$ cat config.mk
export PLATFORM = sky130hd
export DESIGN_NAME = pc_call_stack
export DESIGN_NICKNAME = d
export VERILOG_FILES = /design/src/rtl/pc_call_stack.sv
export SDC_FILE = /design/constraint.sdc
export NUM_CORES = 1
export LEC_CHECK = 0
export ABC_AREA = 1
export BUFFER_PORTS_ARGS = -buffer_cell sky130_fd_sc_hd__buf_4
export CAP_MARGIN = 20
export CORE_MARGIN = 4
export CORE_UTILIZATION = 30
export CTS_BUF_LIST = sky130_fd_sc_hd__clkbuf_8 sky130_fd_sc_hd__clkbuf_16
export CTS_CLUSTER_DIAMETER = 80
export CTS_CLUSTER_SIZE = 30
export DETAILED_ROUTE_END_ITERATION = 16
export GPL_TIMING_DRIVEN = 0
export PLACE_DENSITY = 0.43
export SLEW_MARGIN = 20
export SYNTH_ARGS = -nofsm -noshare
export SYNTH_HDL_FRONTEND = slang
export SYNTH_SLANG_ARGS = --single-unit
$ cat constraint.sdc
create_clock -name clk -period 4.21 [get_ports clk]
set_input_delay 0.2105 -clock clk [delete_from_list [all_inputs] [get_ports clk]]
set_output_delay 0.2105 -clock clk [all_outputs]
set_load 0.05 [all_outputs]
$ cat src/rtl/pc_call_stack.sv
// Fetch-stage program counter with step, relative branch and absolute jump,
// plus call/ret through an internal return-address stack with sticky error flags.
module pc_call_stack #(
    parameter int unsigned      WIDTH     = 16,
    parameter int unsigned      DEPTH     = 8,
    parameter logic [WIDTH-1:0] INC_STEP  = WIDTH'(1),
    parameter logic [WIDTH-1:0] RESET_VEC = {WIDTH{1'b0}}
) (
    input  logic                         clk,
    input  logic                         rst,
    input  logic                         stall,
    input  logic                         inc,
    input  logic                         jump,
    input  logic                         branch,
    input  logic                         call,
    input  logic                         ret,
    input  logic [WIDTH-1:0]             target,
    input  logic [WIDTH-1:0]             br_offset,
    input  logic                         err_clr,
    output logic [WIDTH-1:0]             pc_out,
    output logic [$clog2(DEPTH+1)-1:0]   sp,
    output logic                         stack_empty,
    output logic                         stack_full,
    output logic                         ovf_err,
    output logic                         unf_err
);

    localparam int unsigned    SPW     = $clog2(DEPTH + 1);
    localparam int unsigned    AW      = $clog2(DEPTH);
    localparam logic [SPW-1:0] SP_ZERO = {SPW{1'b0}};
    localparam logic [SPW-1:0] SP_ONE  = SPW'(1);
    localparam logic [SPW-1:0] SP_FULL = SPW'(DEPTH);

    logic [WIDTH-1:0] pc_q, pc_d;
    logic [SPW-1:0]   sp_q, sp_d;
    logic             ovf_q, ovf_d;
    logic             unf_q, unf_d;
    logic             empty_q, empty_d;
    logic             full_q, full_d;
    logic [WIDTH-1:0] mem_q [DEPTH];

    logic             push_en;
    logic             ovf_evt;
    logic             unf_evt;
    logic [WIDTH-1:0] ret_addr;
    logic [SPW-1:0]   sp_dec;
    logic [AW-1:0]    push_idx;
    logic [AW-1:0]    pop_idx;

    assign ret_addr = pc_q + INC_STEP;
    assign sp_dec   = sp_q - SP_ONE;
    assign push_idx = sp_q[AW-1:0];
    assign pop_idx  = sp_dec[AW-1:0];

    // Prioritised command decode: next PC, stack pointer, push request and error events.
    always_comb begin
        pc_d    = pc_q;
        sp_d    = sp_q;
        push_en = 1'b0;
        ovf_evt = 1'b0;
        unf_evt = 1'b0;
        if (stall) begin
            pc_d = pc_q;
        end else if (ret) begin
            if (sp_q != SP_ZERO) begin
                pc_d = mem_q[pop_idx];
                sp_d = sp_dec;
            end else begin
                pc_d    = ret_addr;
                unf_evt = 1'b1;
            end
        end else if (call) begin
            pc_d = target;
            if (sp_q != SP_FULL) begin
                push_en = 1'b1;
                sp_d    = sp_q + SP_ONE;
            end else begin
                ovf_evt = 1'b1;
            end
        end else if (jump) begin
            pc_d = target;
        end else if (branch) begin
            pc_d = pc_q + br_offset;
        end else if (inc) begin
            pc_d = ret_addr;
        end else begin
            pc_d = pc_q;
        end

        // A fresh error event beats a simultaneous clear.
        if (err_clr) begin
            ovf_d = ovf_evt;
            unf_d = unf_evt;
        end else begin
            ovf_d = ovf_q | ovf_evt;
            unf_d = unf_q | unf_evt;
        end

        empty_d = (sp_d == SP_ZERO);
        full_d  = (sp_d == SP_FULL);
    end

    // PC, stack pointer, status and error flag registers.
    always_ff @(posedge clk) begin
        if (rst) begin
            pc_q    <= RESET_VEC;
            sp_q    <= SP_ZERO;
            ovf_q   <= 1'b0;
            unf_q   <= 1'b0;
            empty_q <= 1'b1;
            full_q  <= 1'b0;
        end else begin
            pc_q    <= pc_d;
            sp_q    <= sp_d;
            ovf_q   <= ovf_d;
            unf_q   <= unf_d;
            empty_q <= empty_d;
            full_q  <= full_d;
        end
    end

    // Return-address storage; contents are don't-care after reset.
    always_ff @(posedge clk) begin
        if (push_en && !rst) begin
            mem_q[push_idx] <= ret_addr;
        end
    end

    assign pc_out      = pc_q;
    assign sp          = sp_q;
    assign stack_empty = empty_q;
    assign stack_full  = full_q;
    assign ovf_err     = ovf_q;
    assign unf_err     = unf_q;

endmodule

==> results_dict.tcl <==
set metrics [dict create \
    endpoint_kind "flip-flop" \
    port_buffers 63 \
    finalSetupTns_ns 0 \
    crit_slowest_cell "dfxtp_1" \
    status "complete, no violations" \
    drtIter0Drc 443 \
    cts_tree "yes" \
    gp_congestion 0.903 \
    fin_ws_ns 0.869 \
    cpPeakStageDelay_ns 0.57 \
    hold_class "in2reg" \
    drt_wl_total_um 24900 \
    grtUsageTotal 0.176 \
    syn_inst 876 \
    final_cell_mix "nand2_1, edfxtp_1, nor2_1, o21ai_0, inv_1" \
    clk_latency_ns 0.43 \
    crit_type "reg2reg" \
    ys_top_cells_by_area "edfxtp_1, nand2_1, o21ai_0, dfxtp_1, nor2_1" \
    r2r_start "sp[0]$_SDFF_PP0_" \
    peakVddDrop_uv 334 \
    rsz0062_at_grt "false" \
    dieArea_um2 28700 \
    cts-resized-gates 0 \
    synth_nets 936 \
    syn_to_final_growth_pct 20.6 \
    async_flop_share 0 \
    r2r_cells 10 \
    holdWs_ns 0.0557 \
    wl_per_cell_um 19.1 \
    crit_path_max_fanout 10 \
    routed_via_density 4.82 \
    layout-drive-gt1-share 0.146 \
    hold_depth 4 \
    placedCellCount 1275 \
    initial_core_util 0.308 \
    cts_made_buffers 17 \
    post-place-ws_ns 0.860 \
    syn-cell-area_um2 7830 \
    cts-root-buf "clkbuf_16" \
    first_global_vias 6331 \
    fin_crit_sh 0.793 \
    ios 65 \
    nets 1025 \
    clk_path_buf_depth 2 \
    cpLargestDelayFamily "simple AND/OR/NAND/NOR gates" \
    postRouteAntennaNets 0 \
    cts.sinks 152 \
    utilization 0.372 \
    final_common_cell "nand2_1" \
    r2r_slack_ns 0.87 \
    design_area_um2 9440 \
    cellPowerDensity_nw_per_um2 472 \
    cp-start-kind "flip-flop" \
    fp.dieW_um 170 \
    yosys.area.top_type "edfxtp_1" \
    final_hold_viol_count 0 \
    period_needed_ns 3.34 \
    cp.depth 10 \
    antenna_found_initial 0 \
    cp_num_buf_inv 4 \
    r2r-end "mem_q[6][1]$_DFFE_PP_" \
    final_cell_count_no_fill 1308 \
    power_mw 4.45 \
    worstPathCellList "inv_2, buf_2, buf_2, ha_1, nand3_1, nand2_1, nor3_1, nand2_1, nor3_2, buf_4" \
    insertedDiodeCount 0 \
    drc_errors 0 \
    worst-endpoint-required_ns 4.33 \
    cts.reportedPaths.clkPinSlew_ns 0.07 \
    core_area_um2 25400 \
    die_h_um 170 \
    post-synth-top-area-fraction 0.491 \
    grt_pass1_wl_um 38200 \
    ys.flop_type "edfxtp_1" \
    cts_hold_buffers 1 \
    grt_max_degree 17 \
    setup_violations 0 \
    dpl-instance-area_um2 8820 \
    post-cts-setup-buffers 0 \
    syn_avg_cell_area_um2 8.94 \
    slew-limit-headroom 0.309 \
    p_leak_nw 3.82 \
    cp.arrival_ns 3.46 \
    worstMarginPinSlew_ns 1.03 \
    ys_types 41 \
    num_rows 58 \
    whs_endpoint "unf_err$_SDFF_PP0_" \
    firstDrtPassIters 5 \
    drv_slew 0 \
    timing.fmax_mhz 299 \
    yosysWarnings 0 \
    synth-edff-count 128 \
    h-tree-depth 4 \
    clock-skew-final_ns 0.0202 \
    num_vias 6310 \
    hpwl_um 18300 \
    seq_area_frac_synth 0.552 \
    cap_violations 0 \
    ys_ff_latch 152 \
    min_from "err_clr" \
    grt_overflow 0 \
]
## cells in the mapped netlist (all sizes together) (5+ instances only)
library cell and instances:
dfxtp 24, a41oi 5, buf 19, o21ai 107
nor3 7, nand3 45, o22ai 27, xor2 8
nor2 117, nand2 209, edfxtp 128, inv 82
ha 18, a21oi 38, clkbuf 15, xnor2 9
## logic make-up after synthesis
family                     after synthesis  synth area share
and+or+nand+nor                        386             0.204
AOI/OAI and AO/OA                      186             0.131
DFF                                    152             0.552
buffers and inverters                  116            0.0626
adders and majority gates               19            0.0313
xor gates and xnor gates                17            0.0190
## state kept, by name (all words and copies together) (netlist names)
signal       flops
pc_out          16
unf_err          1
stack_empty      1
stack_full       1
mem_q          128
sp               4
ovf_err          1
## routing by layer
layer / up-vias / wire length, µm / GRT usage
met5: - / 0 / 0
met4: 0 / 381 / 0.0434
met3: 21 / 746 / 0.0247
met2: 143 / 12200 / 0.299
met1: 2978 / 11600 / 0.240
li1: 3168 / - / -
## power breakdown
| part | switching, mW | internal, mW |
|---|---|---|
| Clock | 0.605 | 0.983 |
| Sequential | 0.0555 | 1.70 |
| Combinational | 0.779 | 0.334 |
| Total | 1.44 | 3.01 |
## cell type report
type	instances	area, µm²
clock inverters	15	184
multi-input cells	608	3060
well taps	330	413
clock buffers	17	425
inverters	82	310
plain buffers	34	180
fillers	2621	16000
flip-flops and latches	152	4320
repair buffers	70	543
## worst max-delay path by stage
stage                           from                 endpoint  slack (ns)
CTS                 sp[0]$_SDFF_PP0_  pc_out[15]$_SDFFE_PP0P_        0.86
global placement    sp[0]$_SDFF_PP0_    mem_q[6][1]$_DFFE_PP_       -0.74
global route        sp[0]$_SDFF_PP0_   pc_out[9]$_SDFFE_PP0P_        0.60
floorplan           sp[0]$_SDFF_PP0_    mem_q[6][0]$_DFFE_PP_        0.77
finish              sp[0]$_SDFF_PP0_    mem_q[6][1]$_DFFE_PP_        0.87
detailed placement  sp[0]$_SDFF_PP0_    mem_q[6][1]$_DFFE_PP_        0.86
## worst reg2reg max path, cell delays in order (launching register included)
cell and delay (ns):
dfxtp_1 0.57, inv_2 0.09, buf_2 0.22, buf_2 0.26, ha_1 0.29, nand3_1 0.12, nand2_1 0.08, nor3_1 0.30
nand2_1 0.23, nor3_2 0.56, buf_4 0.31
Note: power is estimated with default switching activity, not from simulation.
